[config.mk]
export PLATFORM = sky130hd
export DESIGN_NAME = uart_txrx
export DESIGN_NICKNAME = d
export VERILOG_FILES = /design/src/rtl/uart_pkg.sv /design/src/rtl/uart_byte_fifo.sv /design/src/rtl/uart_txrx.sv
export SDC_FILE = /design/constraint.sdc
export NUM_CORES = 1
export LEC_CHECK = 0
export CORE_MARGIN = 4
export CORE_UTILIZATION = 60
export DETAILED_ROUTE_END_ITERATION = 8
export MAX_ROUTING_LAYER = met4
export PLACE_DENSITY = 0.79
export SLEW_MARGIN = 20
export SYNTH_ARGS = -nofsm -noshare
export SYNTH_HDL_FRONTEND = slang
export SYNTH_HIERARCHICAL = 1
export SYNTH_SLANG_ARGS = --single-unit
[constraint.sdc]
create_clock -name clk -period 3.9 [get_ports clk]
set_input_delay 0.78 -clock clk [delete_from_list [all_inputs] [get_ports clk]]
set_output_delay 0.78 -clock clk [all_outputs]
set_load 0.05 [all_outputs]
[src/rtl/uart_pkg.sv]
// Shared constants and state encodings for the uart_txrx block.
package uart_pkg;

    localparam int DATA_BITS  = 8;
    localparam int FRAME_BITS = 1 + DATA_BITS + 1;
    localparam int BIT_IDX_W  = $clog2(DATA_BITS);

    typedef enum logic [1:0] {
        TX_IDLE,
        TX_START,
        TX_DATA,
        TX_STOP
    } tx_state_t;

    typedef enum logic [2:0] {
        RX_IDLE,
        RX_START,
        RX_DATA,
        RX_STOP,
        RX_WAIT_IDLE
    } rx_state_t;

endpackage

[src/rtl/uart_byte_fifo.sv]
// Synchronous byte FIFO with a comb-read head; an extra pointer bit separates full from empty.
module uart_byte_fifo
    import uart_pkg::*;
#(
    parameter int DEPTH = 8
) (
    input  logic                 clk,
    input  logic                 rst,
    input  logic                 push,
    input  logic [DATA_BITS-1:0] push_data,
    input  logic                 pop,
    output logic                 full,
    output logic                 empty,
    output logic [DATA_BITS-1:0] head
);

    localparam int AW = $clog2(DEPTH);

    logic [DATA_BITS-1:0] mem [DEPTH];
    logic [AW:0]          wr_ptr;
    logic [AW:0]          rd_ptr;
    logic                 do_push;
    logic                 do_pop;

    assign empty   = (wr_ptr == rd_ptr);
    assign full    = (wr_ptr[AW] != rd_ptr[AW]) && (wr_ptr[AW-1:0] == rd_ptr[AW-1:0]);
    assign do_pop  = pop && !empty;
    assign do_push = push && (!full || do_pop);
    assign head    = mem[rd_ptr[AW-1:0]];

    // Pointer advance; a push into a full FIFO is only honoured when a pop frees the slot
    always_ff @(posedge clk or posedge rst) begin
        if (rst) begin
            wr_ptr <= '0;
            rd_ptr <= '0;
        end else begin
            if (do_push) wr_ptr <= wr_ptr + 1'b1;
            if (do_pop)  rd_ptr <= rd_ptr + 1'b1;
        end
    end

    // Storage write; contents need no reset because the pointers define validity
    always_ff @(posedge clk) begin
        if (do_push) mem[wr_ptr[AW-1:0]] <= push_data;
    end

endmodule

[src/rtl/uart_txrx.sv]
// Full-duplex 8N1 UART: valid/ready byte transmitter and FIFO-buffered receiver.
module uart_txrx
    import uart_pkg::*;
#(
    parameter int CLKS_PER_BIT  = 434,
    parameter int RX_FIFO_DEPTH = 8
) (
    input  logic                 clk,
    input  logic                 rst,
    input  logic [DATA_BITS-1:0] tx_data,
    input  logic                 tx_valid,
    output logic                 tx_ready,
    output logic                 txd,
    input  logic                 rxd,
    output logic [DATA_BITS-1:0] rx_data,
    output logic                 rx_valid,
    input  logic                 rx_ready,
    output logic                 rx_frame_err,
    output logic                 rx_overflow
);

    localparam int                 CW       = $clog2(CLKS_PER_BIT);
    localparam logic [CW-1:0]      CNT_LAST = CW'(CLKS_PER_BIT - 1);
    localparam logic [CW-1:0]      CNT_HALF = CW'(CLKS_PER_BIT / 2 - 1);
    localparam logic [BIT_IDX_W-1:0] BIT_LAST = BIT_IDX_W'(DATA_BITS - 1);

    tx_state_t              tx_state, tx_state_n;
    logic [CW-1:0]          tx_cnt, tx_cnt_n;
    logic [BIT_IDX_W-1:0]   tx_bit, tx_bit_n;
    logic [DATA_BITS-1:0]   tx_shift, tx_shift_n;
    logic                   txd_q, txd_n;

    rx_state_t              rx_state, rx_state_n;
    logic [CW-1:0]          rx_cnt, rx_cnt_n;
    logic [BIT_IDX_W-1:0]   rx_bit, rx_bit_n;
    logic [DATA_BITS-1:0]   rx_shift, rx_shift_n;
    logic                   rxd_meta, rxd_sync;
    logic                   rx_push, frame_err_n;
    logic                   rx_pop, fifo_full, fifo_empty;

    assign txd      = txd_q;
    assign tx_ready = (tx_state == TX_IDLE);

    // TX state register; txd comes straight from a flop so the pin never glitches
    always_ff @(posedge clk or posedge rst) begin
        if (rst) begin
            tx_state <= TX_IDLE;
            tx_cnt   <= '0;
            tx_bit   <= '0;
            tx_shift <= '0;
            txd_q    <= 1'b1;
        end else begin
            tx_state <= tx_state_n;
            tx_cnt   <= tx_cnt_n;
            tx_bit   <= tx_bit_n;
            tx_shift <= tx_shift_n;
            txd_q    <= txd_n;
        end
    end

    // TX next state: txd_n is the level for the coming cycle, so each bit lasts exactly one period
    always_comb begin
        tx_state_n = tx_state;
        tx_cnt_n   = tx_cnt;
        tx_bit_n   = tx_bit;
        tx_shift_n = tx_shift;
        txd_n      = txd_q;
        case (tx_state)
            TX_IDLE: begin
                txd_n = 1'b1;
                if (tx_valid) begin
                    tx_shift_n = tx_data;
                    tx_cnt_n   = '0;
                    tx_state_n = TX_START;
                    txd_n      = 1'b0;
                end
            end
            TX_START: begin
                if (tx_cnt == CNT_LAST) begin
                    tx_cnt_n   = '0;
                    tx_bit_n   = '0;
                    tx_state_n = TX_DATA;
                    txd_n      = tx_shift[0];
                end else begin
                    tx_cnt_n = tx_cnt + 1'b1;
                end
            end
            TX_DATA: begin
                if (tx_cnt == CNT_LAST) begin
                    tx_cnt_n = '0;
                    if (tx_bit == BIT_LAST) begin
                        tx_state_n = TX_STOP;
                        txd_n      = 1'b1;
                    end else begin
                        tx_bit_n   = tx_bit + 1'b1;
                        tx_shift_n = tx_shift >> 1;
                        txd_n      = tx_shift[1];
                    end
                end else begin
                    tx_cnt_n = tx_cnt + 1'b1;
                end
            end
            TX_STOP: begin
                if (tx_cnt == CNT_LAST) begin
                    tx_cnt_n   = '0;
                    tx_state_n = TX_IDLE;
                end else begin
                    tx_cnt_n = tx_cnt + 1'b1;
                end
            end
            default: begin
                tx_state_n = TX_IDLE;
                txd_n      = 1'b1;
            end
        endcase
    end

    // Two-flop synchronizer for the asynchronous serial input, idling high
    always_ff @(posedge clk or posedge rst) begin
        if (rst) begin
            rxd_meta <= 1'b1;
            rxd_sync <= 1'b1;
        end else begin
            rxd_meta <= rxd;
            rxd_sync <= rxd_meta;
        end
    end

    // RX state register plus registered status pulses
    always_ff @(posedge clk or posedge rst) begin
        if (rst) begin
            rx_state     <= RX_IDLE;
            rx_cnt       <= '0;
            rx_bit       <= '0;
            rx_shift     <= '0;
            rx_frame_err <= 1'b0;
            rx_overflow  <= 1'b0;
        end else begin
            rx_state     <= rx_state_n;
            rx_cnt       <= rx_cnt_n;
            rx_bit       <= rx_bit_n;
            rx_shift     <= rx_shift_n;
            rx_frame_err <= frame_err_n;
            rx_overflow  <= rx_push && fifo_full && !rx_pop;
        end
    end

    // RX next state: find the start-bit middle, then sample once per bit period
    always_comb begin
        rx_state_n  = rx_state;
        rx_cnt_n    = rx_cnt;
        rx_bit_n    = rx_bit;
        rx_shift_n  = rx_shift;
        rx_push     = 1'b0;
        frame_err_n = 1'b0;
        case (rx_state)
            RX_IDLE: begin
                if (!rxd_sync) begin
                    rx_cnt_n   = '0;
                    rx_state_n = RX_START;
                end
            end
            RX_START: begin
                if (rx_cnt == CNT_HALF) begin
                    rx_cnt_n   = '0;
                    rx_bit_n   = '0;
                    rx_state_n = rxd_sync ? RX_IDLE : RX_DATA;
                end else begin
                    rx_cnt_n = rx_cnt + 1'b1;
                end
            end
            RX_DATA: begin
                if (rx_cnt == CNT_LAST) begin
                    rx_cnt_n   = '0;
                    rx_shift_n = {rxd_sync, rx_shift[DATA_BITS-1:1]};
                    if (rx_bit == BIT_LAST) begin
                        rx_state_n = RX_STOP;
                    end else begin
                        rx_bit_n = rx_bit + 1'b1;
                    end
                end else begin
                    rx_cnt_n = rx_cnt + 1'b1;
                end
            end
            RX_STOP: begin
                if (rx_cnt == CNT_LAST) begin
                    rx_cnt_n = '0;
                    if (rxd_sync) begin
                        rx_push    = 1'b1;
                        rx_state_n = RX_IDLE;
                    end else begin
                        frame_err_n = 1'b1;
                        rx_state_n  = RX_WAIT_IDLE;
                    end
                end else begin
                    rx_cnt_n = rx_cnt + 1'b1;
                end
            end
            RX_WAIT_IDLE: begin
                if (rxd_sync) rx_state_n = RX_IDLE;
            end
            default: begin
                rx_state_n = RX_IDLE;
            end
        endcase
    end

    assign rx_valid = !fifo_empty;
    assign rx_pop   = rx_valid && rx_ready;

    uart_byte_fifo #(
        .DEPTH (RX_FIFO_DEPTH)
    ) u_rx_fifo (
        .clk       (clk),
        .rst       (rst),
        .push      (rx_push),
        .push_data (rx_shift),
        .pop       (rx_pop),
        .full      (fifo_full),
        .empty     (fifo_empty),
        .head      (rx_data)
    );

endmodule

==> impl_metrics.json, run 1 <==
{
  "ys_warn_count": 6,
  "synth_edf_count": 64,
  "worstPathMaxFanout": 20,
  "hold_violations": 0,
  "power_leakage_nw": 2.75,
  "slew_headroom_pct": 39.6,
  "ant_nets": 0,
  "cpMaxStageDelayCell": "dfrtp_1",
  "cp_slowest_stage_delay_ns": 0.91,
  "grt_pass1_vias": 3675,
  "ys.flop_type": "edfxtp_1",
  "finalPower_mw": 3.70,
  "antenna_found_initial": 0,
  "cp_data_arrival_time_ns": 2.93,
  "yosysSeqAreaShare_pct": 57.6,
  "utilization_pct": 72.3,
  "gp_congestion": 0.855,
  "synth_common_cells": "edfxtp_1 (64), dfrtp_1 (55), nand2_1 (31)",
  "clk_path_buf_depth": 2,
  "slew_violations": 0,
  "finalSetupTns_ns": 0,
  "cp_top_family": "flip-flops",
  "synth_area_sq_um": 5870,
  "insertion_delay_ns": 0.51,
  "cts_num_sinks": 122,
  "met2_length_mm": 5.24,
  "reg2regPathDepth": 8,
  "drt_iter0_drc": 136,
  "power_density_nw_per_um2": 546,
  "routed-wl-met3_um": 377,
  "drcViolationCount": 0,
  "die_w_um": 107,
  "cts.clk_slew.worst_paths_ns": 0.06,
  "coreArea_sq_um": 9370,
  "path_buf_inv": 2,
  "rsz0062_at_grt": "false",
  "synth_area_leaders": "edfxtp_1 (33%), dfrtp_1 (23%), mux2_2 (4.6%), mux4_1 (3.6%), ha_1 (3.2%)",
  "worst_pin_slew_ns": 0.904,
  "crit_chain": "xnor2_2, nand3_2, nor2_1, inv_1, clkdlybuf4s50_1",
  "hp-class": "reg2reg",
  "finalNetCount": 483,
  "async_reset_ff_share_pct": 47.5,
  "place_worst_setup_slack_ns": 0.734,
  "startpoint_type": "flip-flop",
  "peakVddDrop_v": 0.000316,
  "setup_viol": 0,
  "dieHeight_um": 107,
  "cts_resized": 0,
  "dieArea_sq_um": 11400,
  "avgViaCountPerCell": 5.91,
  "hold_depth": 0,
  "status": "finished, final reports clean",
  "finalCritPeriodShare_pct": 95.1,
  "dpl.hpwl_mm": 6.69,
  "synth.distinct_cells": 73,
  "area_growth_pct": 15.5,
  "ys_ff_latch": 122,
  "fin_ws_ns": 0.191,
  "num_rows": 35,
  "ctsRootBufferMaster": "clkbuf_8",
  "met1_length_mm": 4.69,
  "hold_buffers": 0,
  "antennaDiodeCount": 0,
  "htreeDepth": 4,
  "wirelength_mm": 10.4,
  "wl_per_cell_um": 17.4,
  "cts_tree": "done",
  "timing.fmax_ghz": 0.270,
  "path_depth": 5,
  "layout-drive-gt1-share_pct": 22.2,
  "synth_nets": 449,
  "fillers": 611,
  "endpoint_kind": "primary output",
  "grt_pass1_wl_mm": 18.2,
  "gr-usage-all-layers_pct": 21.0,
  "cts_buffers": 17,
  "avgSynthCellArea_sq_um": 13.9,
  "cts_setup_buffers": 0,
  "finalNonFillerCells": 597,
  "ioPinCount": 26,
  "dp.cells": 565,
  "syn_inst": 421,
  "start_util_pct": 62.6,
  "period_needed_ns": 3.71,
  "yosysMostFrequentCell": "edfxtp_1",
  "grt-ovfl-total": 0,
  "crit_required_ns": 3.12,
  "drt_first_pass_iters": 5,
  "crit_type": "reg2out",
  "grt_max_degree": 51,
  "top_layer": "met4",
  "max_cap_viol_count": 0,
  "vias": 3531,
  "skew_ns": 0.00688,
  "port_buffers": 25,
  "synth_top_area_share_pct": 32.8,
  "synth_top_cell_by_area": "edfxtp_1"
}
cells in the final DEF, fill, tap and decap left out, types with 10 or more instances in the layout:
cell type,synthesis,final
o21ai_0,18,18
clkdlybuf4s50_1,0,25
nor2_1,19,19
buf_4,1,10
inv_1,24,23
dfrtp_1,55,55
mux2_2,24,24
clkbuf_16,0,16
a21oi_1,11,11
nand3_1,10,10
nand2_1,31,31
edfxtp_1,64,64
ha_1,15,15
path summary, 6_finish.rpt:
| kind | startpoint | to | slack, ns |
|---|---|---|---|
| max | u_rx_fifo/rd_ptr[1] | rx_valid | 0.19 |
| min | rxd_meta | rxd_sync | 0.36 |
| max reg2reg | rx_cnt[1] | u_rx_fifo/mem[7][7] | 0.70 |
| min reg2reg | rxd_meta | rxd_sync | 0.36 |
| max in group asynchronous | rst | rx_shift[0] | 2.59 |
| min in group asynchronous | rst | u_rx_fifo/wr_ptr[0] | 0.58 |
state kept, by name, indices dropped and copies added, names as in the netlist:
name	count
rx_bit	3
rx_cnt	9
rx_frame_err	1
rx_overflow	1
rx_shift	8
rx_state	3
rxd_meta	1
rxd_sync	1
tx_bit	3
tx_cnt	9
tx_shift	8
tx_state	2
txd	1
u_rx_fifo/mem	64
u_rx_fifo/rd_ptr	4
u_rx_fifo/wr_ptr	4
final cells by class:
| cell class | count | area [sq um] | area share (%) |
|---|---|---|---|
| Clock buffer | 17 | 414 | 6.11 |
| Clock inverter | 15 | 149 | 2.20 |
| Multi-Input combinational cell | 255 | 2260 | 33.3 |
| Timing Repair Buffer | 35 | 325 | 4.80 |
| Sequential cell | 122 | 3380 | 49.9 |
| Inverter | 24 | 91.3 | 1.35 |
| Tap cell | 129 | 161 | 2.38 |
per-stage QoR:
stage               area [sq um]  hold slack (ns)
floorplan                   5870            0.345
global placement            6210            0.346
detailed placement          6210            0.349
CTS                         6770            0.357
global route                6770            0.369
finish                      6770            0.357
worst register-to-register path, stage by stage, from the launching register on:
cell      delay (ns)
dfrtp_1         0.41
inv_1           0.11
ha_1            0.16
nand4b_1        0.16
nor4_1          0.42
nand3_1         0.25
nor2_1          0.48
nand4_1         0.25
nor2_1          0.60
cell families after synthesis:
kind of cell	Yosys count	synth area share (%)
flip-flops	122	57.6
AND/OR/NAND/NOR	101	9.28
AO/OA/AOI/OAI	70	8.92
multiplexers	57	14.9
buffers and inverters	44	3.97
adder cells (fa/ha/maj)	15	3.20
XOR/XNOR	12	2.18
power breakdown:
part / switching, mW / total, mW / internal [mW]
clock network: 0.642 / 1.46 / 0.819
registers: 0.0574 / 1.43 / 1.37
logic: 0.430 / 0.809 / 0.379
layer usage:
layer / global-route usage, % / up-vias
met5: - / -
met4: 6.39 / 0
met3: 5.18 / 10
met2: 33.4 / 82
met1: 27.2 / 1776
li1: - / 1663
(Power assumes the default switching activity.)
==> run 2, diff against run 1 <==
--- a/config.mk
+++ b/config.mk
@@ -5,6 +5,7 @@
 export SDC_FILE = /design/constraint.sdc
 export NUM_CORES = 1
 export LEC_CHECK = 0
+export ABC_AREA = 1
 export CORE_MARGIN = 4
 export CORE_UTILIZATION = 60
 export DETAILED_ROUTE_END_ITERATION = 8
==> impl_metrics.json, run 2 <==
{
  "fin_hold_ws_ns": 0.356,
  "hp-start": "rxd_meta",
  "cp_top_family": "buffers and inverters",
  "grt_max_degree": 37,
  "cts_buffers": 17,
  "yosysMostFrequentCell": "nand2_1",
  "avgSynthCellArea_sq_um": 9.65,
  "antennaDiodeCount": 0,
  "layout_common_cells": "nand2_1 (139), nor2_1 (66), edfxtp_1 (64)",
  "ys_ff_latch": 122,
  "period_needed_ns": 3.46,
  "num_rows": 35,
  "final_common_cell": "nand2_1",
  "gr-usage-all-layers_pct": 23.0,
  "holdPathEnd": "rxd_sync",
  "hold_violations": 0,
  "ys.flop_type": "edfxtp_1",
  "cp_data_arrival_time_ns": 2.68,
  "power_leakage_nw": 3.03,
  "drcViolationCount": 0,
  "place_worst_setup_slack_ns": 0.811,
  "slew_headroom_pct": 42.8,
  "synth_common_cells": "nand2_1 (139), nor2_1 (66), edfxtp_1 (64)",
  "crit_path_frequent_cell": "nand2_1",
  "insertion_delay_ns": 0.51,
  "crit_chain": "inv_2, o21ai_0, o22ai_1, nand2_1, nand2_1, clkdlybuf4s50_1",
  "reg2regPathDepth": 11,
  "ctsRootBufferMaster": "clkbuf_8",
  "coreArea_sq_um": 9280,
  "async_reset_ff_share_pct": 47.5,
  "largest_reg_flops": 64,
  "synth_top_cell_by_area": "edfxtp_1",
  "r2r_end": "u_rx_fifo/mem[6][3]",
  "finalNetCount": 656,
  "timing.fmax_ghz": 0.289,
  "synth.distinct_cells": 39,
  "dpl.hpwl_mm": 7.50,
  "dp.cells": 738,
  "ioPinCount": 26,
  "clk_path_buf_depth": 2,
  "drt_first_pass_iters": 5,
  "synth_top_area_share_pct": 33.3,
  "hold_buffers": 0,
  "synth_edf_count": 64,
  "htreeDepth": 4,
  "synth_area_sq_um": 5770,
  "wl_per_cell_um": 15.2,
  "dieArea_sq_um": 11300,
  "fillers": 661,
  "ys_warn_count": 6,
  "hp-class": "reg2reg",
  "r2r_slack_ns": 0.81,
  "die_w_um": 106,
  "setup_viol": 0,
  "finalNonFillerCells": 770,
  "slew_violations": 0,
  "startpoint_type": "flip-flop",
  "path_buf_inv": 2,
  "cp_slowest_stage_delay_ns": 0.79,
  "crit_type": "reg2out",
  "power_density_nw_per_um2": 545,
  "drt_iter0_drc": 215,
  "hold_depth": 0,
  "yosysSeqAreaShare_pct": 58.5,
  "status": "finished, final reports clean",
  "synth_nets": 626,
  "port_buffers": 25,
  "antenna_found_initial": 0,
  "grt_pass1_vias": 4282,
  "grt-ovfl-total": 0,
  "avgViaCountPerCell": 5.54,
  "r2r_start": "u_rx_fifo/rd_ptr[0]",
  "wirelength_mm": 11.7,
  "endpoint_kind": "primary output",
  "max_cap_viol_count": 0,
  "area_growth_pct": 16.6,
  "worst_pin_slew_ns": 0.855,
  "layout-drive-gt1-share_pct": 11.2,
  "vias": 4264,
  "synth_area_leaders": "edfxtp_1 (33%), dfrtp_1 (24%), nand2_1 (9.0%), o21ai_0 (4.9%), nor2_1 (4.3%)",
  "seq_area_sq_um": 3380,
  "gp_congestion": 0.873,
  "start_util_pct": 62.2,
  "utilization_pct": 72.5,
  "ant_nets": 0,
  "cts.clk_slew.worst_paths_ns": 0.06,
  "multi_input_area_sq_um": 2100,
  "crit_required_ns": 3.12,
  "grt_pass1_wl_mm": 19.9,
  "cts_num_sinks": 122,
  "skew_ns": 0.0105,
  "cts_tree": "done",
  "finalCritPeriodShare_pct": 88.8,
  "dieHeight_um": 106,
  "cpMaxStageDelayCell": "clkdlybuf4s50_1",
  "peakVddDrop_v": 0.000466,
  "rsz0062_at_grt": "false",
  "worstPathMaxFanout": 34,
  "syn_inst": 598,
  "fin_ws_ns": 0.436,
  "finalSetupTns_ns": 0
}
-- run 2: through the flow --
| stage | area, sq um | total power [mW] |
|---|---|---|
| 6_report | 6730 | 3.67 |
| 5_1_grt | 6730 | 3.84 |
| 2_1_floorplan | 5770 | 1.99 |
| 4_1_cts | 6730 | 3.70 |
| 3_5_place_dp | 6110 | 2.10 |
| 3_3_place_gp | 6110 | 2.07 |
-- run 2: per-layer routing --
metal	track usage, %	up-vias	wire length, um
met5	-	-	0
met1	28.4	2036	4980
met3	5.46	25	474
met4	6.66	0	180
met2	38.3	123	6060
li1	-	2080	-
-- run 2: report_power, final --
part / switching (mW) / internal (mW) / leakage, nW
Clock: 0.560 / 1.04 / 0.292
Combinational: 0.389 / 0.202 / 1.23
Sequential: 0.0502 / 1.43 / 1.51
-- run 2: what timing repair did --
action / 4_1_cts / 5_1_grt
resized for setup: 0 / 1
endpoints found under the hold margin: 0 / 0
setup buffers: 0 / 0
endpoints found under the setup margin: 0 / 1
-- run 2: final cells by class --
type	count	area share, %
Inverter	55	3.07
Timing Repair Buffer	28	4.05
Clock inverter	15	2.98
Sequential cell	122	50.2
Tap cell	129	2.40
Clock buffer	17	6.15
Multi-Input combinational cell	404	31.1
-- run 2: cell families (layout without fill, tap and decap cells) --
| kind of cell | count (synthesis) | after routing | share of synthesized area, % |
|---|---|---|---|
| adder cells (fa/ha/maj) | 15 | 15 | 3.25 |
| AO/OA/AOI/OAI | 106 | 106 | 10.3 |
| AND/OR/NAND/NOR | 271 | 271 | 20.8 |
| XOR/XNOR | 12 | 12 | 1.95 |
| flip-flops | 122 | 122 | 58.5 |
| buffers and inverters | 72 | 115 | 5.18 |
-- run 2: worst max path at each step --
stage / slack, ns / end / cells past startpoint / startpoint
3_3_place_gp: 0.90 / rx_valid / 8 / u_rx_fifo/rd_ptr[1]
3_5_place_dp: 0.81 / u_rx_fifo/mem[6][2] / 11 / u_rx_fifo/rd_ptr[1]
6_report: 0.44 / rx_data[4] / 6 / u_rx_fifo/rd_ptr[0]
4_1_cts: 0.21 / rx_valid / 8 / u_rx_fifo/rd_ptr[1]
5_1_grt: 0.28 / rx_data[5] / 6 / u_rx_fifo/rd_ptr[0]
2_1_floorplan: 1.51 / u_rx_fifo/mem[4][0] / 8 / rx_cnt[1]
